$ cat config.mk
export PLATFORM = sky130hd
export DESIGN_NAME = ctrl_pipe_regs
export DESIGN_NICKNAME = d
export VERILOG_FILES = /design/src/rtl/ctrl_pipe_regs.sv
export SDC_FILE = /design/constraint.sdc
export NUM_CORES = 1
export LEC_CHECK = 0
export ABC_CLOCK_PERIOD_IN_PS = 4800
export CORE_ASPECT_RATIO = 1.4
export CORE_MARGIN = 2
export CORE_UTILIZATION = 50
export CTS_BUF_LIST = sky130_fd_sc_hd__clkbuf_16
export CTS_CLUSTER_SIZE = 8
export DETAILED_ROUTE_END_ITERATION = 8
export PLACE_DENSITY_LB_ADDON = 0.15
export SLEW_MARGIN = 20
export SYNTH_ARGS = -nofsm -noshare
export SYNTH_HDL_FRONTEND = slang
export SYNTH_SLANG_ARGS = --single-unit
$ cat constraint.sdc
create_clock -name i_clk -period 4.8 [get_ports i_clk]
set_input_delay 1.44 -clock i_clk [delete_from_list [all_inputs] [get_ports i_clk]]
set_output_delay 1.44 -clock i_clk [all_outputs]
set_load 0.01 [all_outputs]
$ cat src/rtl/ctrl_pipe_regs.sv
// Control-word pipeline: carries a control word and valid bit through STAGES registers
// with per-stage stall/flush, bubble insertion, backward stall propagation and event counters.
module ctrl_pipe_regs #(
  parameter int                 WIDTH       = 24,
  parameter int                 STAGES      = 3,
  parameter logic [WIDTH-1:0]   CLEAR_VALUE = '0,
  parameter int                 CNT_W       = 16
) (
  input  logic                      i_clk,
  input  logic                      i_rst,
  input  logic [WIDTH-1:0]          i_word,
  input  logic                      i_valid,
  input  logic [STAGES-1:0]         i_stall,
  input  logic [STAGES-1:0]         i_flush,
  input  logic                      i_cnt_clr,
  output logic [STAGES*WIDTH-1:0]   o_word,
  output logic [STAGES-1:0]         o_valid,
  output logic [STAGES-1:0]         o_hold,
  output logic [CNT_W-1:0]          o_stall_cnt,
  output logic [CNT_W-1:0]          o_bubble_cnt,
  output logic [CNT_W-1:0]          o_flush_cnt
);

  function automatic logic [CNT_W-1:0] sat_inc(input logic [CNT_W-1:0] v);
    return (&v) ? v : v + 1'b1;
  endfunction

  logic [STAGES-1:0] bubble;
  logic              any_stall;
  logic              any_bubble;
  logic              flush_hit;

  genvar k;
  generate
    for (k = 0; k < STAGES; k++) begin : g_stage
      logic [WIDTH-1:0] up_word;
      logic             up_valid;
      logic [WIDTH-1:0] stage_word;
      logic             stage_vld;

      // A stall at stage k or any later stage freezes stage k.
      assign o_hold[k] = |i_stall[STAGES-1:k];

      if (k == 0) begin : g_head
        // Invalid input is normalised so valid=0 always pairs with CLEAR_VALUE.
        assign up_word   = i_valid ? i_word : CLEAR_VALUE;
        assign up_valid  = i_valid;
        assign bubble[k] = 1'b0;
      end else begin : g_body
        assign up_word   = o_word[(k-1)*WIDTH +: WIDTH];
        assign up_valid  = o_valid[k-1];
        assign bubble[k] = !i_flush[k] && !o_hold[k] && o_hold[k-1];
      end

      always_ff @(posedge i_clk) begin
        if (i_rst || i_flush[k]) begin
          stage_word <= CLEAR_VALUE;
          stage_vld  <= 1'b0;
        end else if (o_hold[k]) begin
          stage_word <= stage_word;
          stage_vld  <= stage_vld;
        end else if (bubble[k]) begin
          stage_word <= CLEAR_VALUE;
          stage_vld  <= 1'b0;
        end else begin
          stage_word <= up_word;
          stage_vld  <= up_valid;
        end
      end

      assign o_word[k*WIDTH +: WIDTH] = stage_word;
      assign o_valid[k]               = stage_vld;
    end
  endgenerate

  // Event detection for the counters, all from the current cycle's inputs and state.
  assign any_stall  = |i_stall;
  assign any_bubble = |bubble;
  assign flush_hit  = |(i_flush & o_valid);

  always_ff @(posedge i_clk) begin
    if (i_rst || i_cnt_clr) begin
      o_stall_cnt  <= '0;
      o_bubble_cnt <= '0;
      o_flush_cnt  <= '0;
    end else begin
      if (any_stall)  o_stall_cnt  <= sat_inc(o_stall_cnt);
      if (any_bubble) o_bubble_cnt <= sat_inc(o_bubble_cnt);
      if (flush_hit)  o_flush_cnt  <= sat_inc(o_flush_cnt);
    end
  end

endmodule

== After elaboration in Yosys (flattened, before gate mapping) ==
Index checks and enable logic that the tools add are counted.
Word-level totals
  bits in read-only memories: 0
  bits in writable memories: 0
  memories kept: 0
  bits in latches: 0
  bits in registers: 123
  input port bits: 34
Operators by class
  add/subtract/negate cells: 3
  reduce and logical (&&, ||, !) cells: 22
  shift operators: 0
  bitwise logic cells: 4
  div/mod/pow operators: 0
  order comparisons: 0
  muxes and demuxes: 5
  $mul: 0
  eq/ne operators: 0
Operators by type and width (number)
  24-bit 2-to-1 mux: 3
  16-bit by 1-bit adder with 16-bit output, second input constant: 3
  16-bit AND reduction: 3
  2-bit AND reduction: 3
  3-bit OR reduction: 2
  1-bit logical AND: 4
  1-bit logical NOT: 4
  1-bit logical OR: 4
  2-bit OR reduction: 2
  3-bit AND: 1
  1-bit NOT: 3
  1-bit 2-to-1 mux: 2

== Longest topological paths before layout ==
Gate-level depths: netlist (run 1).
  word-level depth: 6
  mapped depth: 9
  mapped depth without buffers: 8

== Worst setup path before layout (run 1) ==
No wires, ideal clock.
  kind: input to output
  start: input port i_stall[2]
  end: output port o_hold[0]
  required time: 3360 ps
  path slack: 816 ps
  arrival time: 2544 ps
  path buffers: 3
  stages: 7
  cells stage by stage: buf_4 > nor2_2 > clkinv_2 > nor2_4 > inv_4 > clkbuf_1 > buf_4
Between the ends
  cells in the longest elaborated chain, start to end: 1
Ends and longest elaborated chain
  start, declared: line 13  | input logic [STAGES-1:0] i_stall,
  3-bit OR reduction
  end, declared: line 18  | output logic [STAGES-1:0] o_hold,
No other way between the ends.

== Final worst setup path (run 1) ==
  start: input port i_stall[1]
  end: output port o_hold[0]
Between the ends
  cells in the longest elaborated chain, start to end: 1
Ends and longest elaborated chain
  3-bit OR reduction: line 42  | assign o_hold[k] = |i_stall[STAGES-1:k];
No other way between the ends.

==> Flow_metrics.wiki, run 1 <==
{| class="wikitable"
! Metric !! Value
|-
| Max Clock Skew || 0.00761 ns
|-
| Status || finished, final reports clean
|-
| Leakage power || between 2 and 2.5 nW
|-
| Peak VDD IR || 0.000248 V
|-
| Number of resized instances in the post-cts repair step || 0
|-
| Largest net degree at the start of global routing || 49
|-
| Path category of the worst min-delay check || flop to flop
|-
| Portion of the clock cycle consumed by the worst path in the final layout || between 80% and 90%
|-
| Net switching power of the design || around 500 µW
|-
| Antenna violations before repair || 0
|-
| Number of buffers inserted during clock tree synthesis || 17
|-
| Detailed-route vias per instance || between 5 and 6
|-
| Crit Path Max Fanout || 3
|-
| Final Hold Vio Count || 0
|-
| Die width || 89.3 µm
|-
| Fmax || 0.237 GHz
|-
| Ratio of total power to cell area || about 340 mW/mm²
|-
| Cell Rows || 43
|-
| Maximum buffer depth of the clock tree || 2
|-
| WL/cell || 15.9 µm
|-
| TritonCTS clock tree || done
|-
| Synthesized area || 0.00509 mm²
|-
| Worst slew margin relative to its limit || between 30% and 40%
|-
| Clock Pin Slew Worst Setup and Hold Paths || ~0.05 ns
|-
| Initial DRT Pass Iterations || 5
|-
| Capturing element type of the critical path || output port
|-
| Share of power burned in combinational logic || under 10%
|-
| Synth Warn # || 0
|-
| Net count after synthesis || 595
|-
| Starting density of the core || 51.5%
|-
| GRT Resource Usage Total || approximately 25%
|-
| Number of H-tree levels || 4
|-
| Residual antenna-violating net count after detailed routing || 0
|-
| Clock latency on the worst-skew pair || ~0.40 ns
|-
| Number of synthesized flops with an enable pin || 0
|-
| Via count of the first global-routing pass || 4456
|-
| Total wire length || approximately 14 mm
|-
| Synth-to-Final Area Change || 44.3%
|-
| Number of sinks handled by clock tree synthesis || 123
|-
| Required time of the critical path || 3.36 ns
|-
| Post-place setup slack || just under 0.6 ns
|-
| ANT cells || 0
|-
| Worst Setup Slack, final || 0.584 ns
|-
| Buffers added on ports || approximately 160
|-
| Number of nets at the end of the flow || 742
|-
| Hold-fix buffers, CTS || 0
|-
| Post-Synthesis Cells || 558
|-
| Filler Cell Count || around 770
|-
| Number of max-cap violations || 0
|-
| Final number of setup-violating endpoints || 0
|-
| Wire length of the first global-routing pass || ~22 mm
|-
| Iter 0 DRT Violations || roughly 190
|-
| RSZ-0062 raised after global routing || false
|-
| Fraction of the yosys area taken by sequential cells || about half
|-
| Portion of total power attributed to sequential cells || 41.4%
|-
| Yosys reg bits || between 100 and 150
|-
| Remaining DRCs || 0
|-
| Synthesized area divided by synthesized cell count || 9.13 µm²
|-
| Met2 wirelength from detailed routing || between 7 and 8 mm
|-
| Die H || 123 µm
|-
| Primary FF master, synth || sky130_fd_sc_hd__dfxtp_1
|-
| Switching portion of total power || 20.3%
|-
| Core Area || 0.00990 mm²
|-
| Highest metal layer used by the detailed router || met4
|-
| Wire length on met1 || slightly above 5 mm
|-
| Setup Total Neg Slack || 0 ns
|-
| Critical Setup Path Class || input port to output port
|-
| Data arrival at the endpoint of the critical path || approximately 2.8 ns
|-
| Die area || about 0.011 mm²
|-
| Clock network fraction of total power || a little over half
|-
| Clock tree root buffer cell || sky130_fd_sc_hd__clkbuf_16
|-
| Fin. max-slew vios || 0
|-
| Gpl congestion || 0.861
|-
| Via count || approximately 4600
|-
| Min Tclk post-route || 4.22 ns
|-
| Number of setup buffers added after CTS || 0
|-
| IO Count || 160
|-
| Hpwl dp || 9.25 mm
|-
| Pint || around 2.0 mW
|-
| Final global-route overflow total || 0
|-
| Slew @ Worst Pin || between 0.9 and 1 ns
|-
| Number of different library cells in the post-synthesis netlist || 49
|-
| Proportion of layout cells with a drive suffix above 1 || around 8%
|-
| Async set-reset flop share out of synthesis || 0%
|-
| Detail Route met3 WL || approximately 940 µm
|-
| Startpoint type of the worst setup path || input port
|}
-- power groups by stage --
| stage | Clock (mW) | Combinational [mW] | Sequential [mW] |
|---|---|---|---|
| after CTS | 1.37 | 0.104 | 1.03 |
| after detailed placement | 0 | 0.104 | 1.05 |
| final | 1.35 | 0.103 | 1.03 |
| after global placement | 0 | 0.102 | 1.05 |
| after global routing | 1.42 | 0.112 | 1.03 |
| after floorplan | 0 | 0.0529 | 1.05 |
-- routing by layer --
layer	track usage [%]	vias up
met5	0	-
met4	8.77	0
met3	8.74	15
met2	44.1	153
met1	28.4	2184
li1	-	2250
-- cell usage after synthesis (2+ instances only) --
| library cell | number | area share, % |
|---|---|---|
| sky130_fd_sc_hd__dfxtp_1 | 123 | 48 |
| sky130_fd_sc_hd__nor2_1 | 98 | 7.2 |
| sky130_fd_sc_hd__nand3_1 | 44 | 4.3 |
| sky130_fd_sc_hd__nand2_1 | 41 | 3.0 |
| sky130_fd_sc_hd__xnor2_1 | 34 | 5.8 |
| sky130_fd_sc_hd__a21oi_1 | 31 | 3.0 |
| sky130_fd_sc_hd__mux2i_1 | 27 | 5.3 |
| sky130_fd_sc_hd__a22oi_1 | 24 | 3.5 |
| sky130_fd_sc_hd__clkbuf_1 | 20 | 1.5 |
| sky130_fd_sc_hd__nand4_1 | 11 | 1.4 |
| sky130_fd_sc_hd__nor3_1 | 9 | 0.88 |
| sky130_fd_sc_hd__buf_2 | 8 | 0.79 |
| sky130_fd_sc_hd__a211oi_1 | 6 | 0.88 |
| sky130_fd_sc_hd__and3_1 | 6 | 0.74 |
| sky130_fd_sc_hd__buf_4 | 6 | 0.88 |
| sky130_fd_sc_hd__and4_1 | 4 | 0.69 |
| sky130_fd_sc_hd__nor3b_1 | 4 | 0.59 |
| sky130_fd_sc_hd__o21ai_1 | 4 | 0.39 |
| sky130_fd_sc_hd__or3_1 | 4 | 0.49 |
| sky130_fd_sc_hd__xor2_1 | 4 | 0.69 |
| sky130_fd_sc_hd__a2111oi_1 | 3 | 0.59 |
| sky130_fd_sc_hd__buf_1 | 3 | 0.22 |
| sky130_fd_sc_hd__ha_1 | 3 | 0.74 |
| sky130_fd_sc_hd__nor2b_1 | 3 | 0.37 |
| sky130_fd_sc_hd__nor4_2 | 3 | 0.74 |
| sky130_fd_sc_hd__nor4b_2 | 3 | 0.88 |
| sky130_fd_sc_hd__or2_2 | 3 | 0.37 |
| sky130_fd_sc_hd__a2111oi_2 | 2 | 0.59 |
| sky130_fd_sc_hd__a31oi_1 | 2 | 0.25 |
| sky130_fd_sc_hd__inv_1 | 2 | 0.15 |
| sky130_fd_sc_hd__nor2_2 | 2 | 0.25 |
| sky130_fd_sc_hd__nor4_1 | 2 | 0.25 |
| sky130_fd_sc_hd__nor4_4 | 2 | 0.83 |
| sky130_fd_sc_hd__nor4b_1 | 2 | 0.34 |
-- sequential cells by signal, summed over array words and instances (netlist names) --
signal	flops
o_stall_cnt	16
g_stage.stage_vld	3
o_bubble_cnt	16
g_stage.stage_word	72
o_flush_cnt	16
-- cells by family after synthesis --
| group | share of synthesized area [%] |
|---|---|
| and+or+nand+nor | 25.0 |
| xor gates and xnor gates | 6.53 |
| DFF | 48.3 |
| AOI/OAI and AO/OA | 10.4 |
| adders and majority gates | 0.737 |
| muxes | 5.30 |
| buffers and inverters | 3.73 |
-- final timing paths --
kind,start,end,slack (ns),cells after the start
worst max register to register,o_bubble_cnt[8],o_bubble_cnt[1],2.78,5
worst max-delay path,i_stall[1],o_hold[0],0.58,6
worst min-delay path,g_stage[0].stage_word[15],g_stage[0].stage_word[15],0.46,2
worst min register to register,g_stage[0].stage_word[15],g_stage[0].stage_word[15],0.46,2
-- cell type report --
type                            count  area (µm²)  area share, %
Timing Repair Buffer              165        1630           22.2
Clock inverter                     15         204           2.77
Tap cell                          135         169           2.30
Sequential cell                   123        2460           33.5
Clock buffer                       17         425           5.79
Multi-Input combinational cell    394        2440           33.2
Inverter                            4        18.8          0.255
-- worst max-delay path, cell delays in order --
cell                              delay (ns)
sky130_fd_sc_hd__clkdlybuf4s50_1        0.45
sky130_fd_sc_hd__nor2_2                 0.15
sky130_fd_sc_hd__clkinv_2               0.11
sky130_fd_sc_hd__nor2_4                 0.12
sky130_fd_sc_hd__inv_4                  0.04
sky130_fd_sc_hd__clkdlybuf4s50_1        0.47
-- cell usage in the layout (no fill, tap or decap), drive strengths merged, types with 3 or more instances in the layout --
master / netlist / final
clkdlybuf4s50: 0 / 158
dfxtp: 123 / 123
nor2: 101 / 101
nand3: 44 / 44
nand2: 41 / 41
xnor2: 34 / 34
a21oi: 31 / 31
mux2i: 27 / 27
a22oi: 25 / 25
clkbuf: 20 / 17
nand4: 13 / 13
nor3: 10 / 10
clkinv: 1 / 8
buf: 17 / 7
nor4: 7 / 7
and3: 6 / 6
a211oi: 6 / 6
bufinv: 0 / 5
or3: 5 / 5
a2111oi: 5 / 5
nor4b: 5 / 5
and4: 4 / 4
xor2: 4 / 4
nor3b: 4 / 4
o21ai: 4 / 4
nor2b: 3 / 3
or2: 3 / 3
ha: 3 / 3
clkinvlp: 0 / 3
inv: 3 / 3
-- per-stage QoR --
stage	instances	cell area (µm²)	utilization, %	hold slack [ns]	power [mW]
6_report	853	7350	74.3	0.462	2.48
3_5_place_dp	821	6720	67.9	0.458	1.15
4_1_cts	853	7350	74.3	0.465	2.50
3_3_place_gp	821	6720	67.9	0.451	1.15
2_1_floorplan	558	5090	-	0.458	1.10
5_1_grt	853	7350	74.3	0.478	2.56
Power figures use the tool's default switching activity.
==> inputs of run 2 (changes only) <==
- ABC_CLOCK_PERIOD_IN_PS: 4800 -> 4170
- CORE_UTILIZATION: 50 -> 47
- clock period: 4.8 -> 4.17 ns (I/O delays scaled with it)
==> run 2 against run 1 <==
Utilization down 5.5 points. Clock-buffer cell count is the same. Clock skew hardly changed. Largest power group unchanged. Combinational power rose by 18%. Global-route usage down 1.1 points. Routed wire length increased by 2.7%. Critical endpoint unchanged. Clock power grew 12%. Setup slack lost 0.27 ns. Sequential share of layout area hardly changed. Flip-flop and latch count is the same. Via count rose by 1.8%. Critical path depth unchanged.
==> Flow_metrics.wiki, run 2 (synthesis results as in run 1) <==
{| class="wikitable"
! Metric !! Value
|-
| Core Area || 0.0107 mm² (+8.1%)
|-
| Leakage power || 2.43 nW (+0.39%)
|-
| Startpoint of the tightest hold check path || g_stage[0].stage_word[4]
|-
| R2R setup slack || 2.13 ns (-0.65 ns)
|-
| Hold-fix buffers, CTS || 0 (unchanged)
|-
| Final non-filler cell total || 861 (+0.94%)
|-
| Setup Total Neg Slack || 0 ns (unchanged)
|-
| Total cell area at the placement stage || 0.00675 mm² (+0.33%)
|-
| WL/cell || 16.1 µm (+1.8%)
|-
| Reg2Reg Launch Point || o_bubble_cnt[8]
|-
| Number of buffers inserted during clock tree synthesis || 17 (unchanged)
|-
| Final number of setup-violating endpoints || 0 (unchanged)
|-
| Die H || 127 µm (+3.0%)
|-
| Residual antenna-violating net count after detailed routing || 0 (unchanged)
|-
| Number of sinks handled by clock tree synthesis || 123 (unchanged)
|-
| GRT Resource Usage Total || 24.3% (-1.1 points)
|-
| Wire length of the first global-routing pass || 22.9 mm (+5.4%)
|-
| Leading cell types in the layout, fill and taps excluded || 158 x sky130_fd_sc_hd__clkdlybuf4s50_1, 123 x sky130_fd_sc_hd__dfxtp_1, 98 x sky130_fd_sc_hd__nor2_1
|-
| Die area || 0.0117 mm² (+6.1%)
|-
| Critical Setup Path Class || input port to output port
|-
| Synth-to-Final Area Change || 44.5%
|-
| Starting density of the core || 47.6% (-3.8 points)
|-
| Startpoint type of the worst setup path || input port
|-
| Crit Path Max Fanout || 3 (unchanged)
|-
| Number of max-cap violations || 0 (unchanged)
|-
| Worst hold margin || 0.469 ns (+0.00707 ns)
|-
| Buffers added on ports || 159 (unchanged)
|-
| Clock tree root buffer cell || sky130_fd_sc_hd__clkbuf_16
|-
| Required time of the critical path || 2.92 ns (-0.44 ns)
|-
| IO Count || 160 (unchanged)
|-
| Portion of the clock cycle consumed by the worst path in the final layout || around 92%
|-
| Die width || 92.0 µm (+3.0%)
|-
| Largest net degree at the start of global routing || 49 (unchanged)
|-
| Fin. max-slew vios || 0 (unchanged)
|-
| Via count of the first global-routing pass || 4618 (+3.6%)
|-
| Placed instance count || 829 (+0.97%)
|-
| Number of resized instances in the post-cts repair step || 0 (unchanged)
|-
| Fmax || 0.260 GHz
|-
| Worst slew margin relative to its limit || 34.0% (-1.3 points)
|-
| Detailed-route vias per instance || 5.44 (+0.86%)
|-
| Critical path launch point || i_stall[1]
|-
| Status || finished, final reports clean
|-
| Cell Rows || 45 (+4.7%)
|-
| Final global-route overflow total || 0 (unchanged)
|-
| Ratio of total power to cell area || 382 mW/mm² (+13%)
|-
| Hpwl dp || 9.44 mm (+2.1%)
|-
| Final Hold Vio Count || 0 (unchanged)
|-
| Post-Layout Inst Area || 0.00736 mm² (+0.10%)
|-
| Path category of the worst min-delay check || flop to flop
|-
| ANT cells || 0 (unchanged)
|-
| RSZ-0062 raised after global routing || false
|-
| Number of H-tree levels || 4 (unchanged)
|-
| Peak VDD IR || 0.000302 V (+22%)
|-
| Capturing element type of the critical path || output port
|-
| Antenna violations before repair || 0 (unchanged)
|-
| Iter 0 DRT Violations || 138 (-26%)
|-
| Slew @ Worst Pin || 0.987 ns (+0.0198 ns)
|-
| Min Tclk post-route || 3.85 ns
|-
| Register with the highest flop count || g_stage.stage_word
|-
| Initial DRT Pass Iterations || 5 (unchanged)
|-
| Most frequent standard cell in the layout excluding fill and tap cells || sky130_fd_sc_hd__clkdlybuf4s50_1
|-
| Proportion of layout cells with a drive suffix above 1 || 8.89% (+1.1 points)
|-
| TritonCTS clock tree || done
|-
| Number of flip-flops in the largest register || 72 (unchanged)
|-
| Data arrival at the endpoint of the critical path || 2.60 ns (-0.18 ns)
|-
| Remaining DRCs || 0 (unchanged)
|-
| Maximum buffer depth of the clock tree || 2 (unchanged)
|-
| Clock latency on the worst-skew pair || 0.40 ns (about the same)
|-
| Clock Pin Slew Worst Setup and Hold Paths || 0.06 ns (about the same)
|-
| Max Clock Skew || 0.00729 ns (-0.000323 ns)
|-
| Total wire length || 13.9 mm (+2.7%)
|-
| Number of setup buffers added after CTS || 0 (unchanged)
|-
| Via count || 4685 (+1.8%)
|-
| Gpl congestion || 0.816 (-5.2%)
|-
| Number of nets at the end of the flow || 744 (+0.27%)
|}
==> run 2: cell count changes in the layout (fill, tap and decap cells not counted), moves of 2 or more <==
| cell | change |
|---|---|
| sky130_fd_sc_hd__clkinv_4 | +4 |
| sky130_fd_sc_hd__clkinv_1 | -6 |
| sky130_fd_sc_hd__buf_4 | +2 |
| sky130_fd_sc_hd__inv_6 | +4 |
| sky130_fd_sc_hd__bufinv_16 | -2 |
==> run 2: critical path, cell delays in order <==
cell	delay [ns]
sky130_fd_sc_hd__clkdlybuf4s50_1	0.45
sky130_fd_sc_hd__nor2_2	0.15
sky130_fd_sc_hd__clkinv_2	0.12
sky130_fd_sc_hd__nor2_4	0.12
sky130_fd_sc_hd__inv_4	0.04
sky130_fd_sc_hd__clkdlybuf4s50_1	0.47
==> run 2: area by class of cell <==
| cell class | instances | area, µm² |
|---|---|---|
| flip-flops and latches | 123 | 2460 |
| well taps | 141 | 176 |
| fillers | 858 | 3340 |
| repair buffers | 167 | 1650 |
| multi-input cells | 394 | 2440 |
| clock buffers | 17 | 425 |
| clock inverters | 15 | 189 |
| inverters | 4 | 18.8 |
==> run 2: final timing paths <==
kind / to / cells past startpoint
setup / recovery: o_hold[0] / 6
hold / removal: g_stage[0].stage_word[4] / 2
setup reg to reg: o_bubble_cnt[0] / 5
hold reg to reg: g_stage[0].stage_word[4] / 2
==> run 2: power breakdown <==
part	leakage [nW]	internal, mW	switching (mW)	total [mW]
sequential	0.991	1.18	0.00414	1.18
combinational	1.15	0.0530	0.0692	0.122
clock	0.295	0.950	0.557	1.51
total	2.43	2.18	0.630	2.81
==> run 2: per-stage QoR <==
| stage | setup slack, ns | util, % | power [mW] |
|---|---|---|---|
| after floorplan | 0.564 | - | 1.27 |
| final | 0.317 | 68.8 | 2.81 |
| after CTS | 0.314 | 68.8 | 2.83 |
| after global placement | 0.314 | 63.1 | 1.33 |
| after global routing | 0.226 | 68.8 | 2.90 |
| after detailed placement | 0.319 | 63.1 | 1.33 |
==> run 2: routing by layer <==
layer  GRT usage, %  vias up  wire length, µm
met2           42.5      121             7390
met5              0        -                0
li1               -     2252                -
met3           7.90        8              821
met4           7.81        0              131
met1           28.1     2304             5560
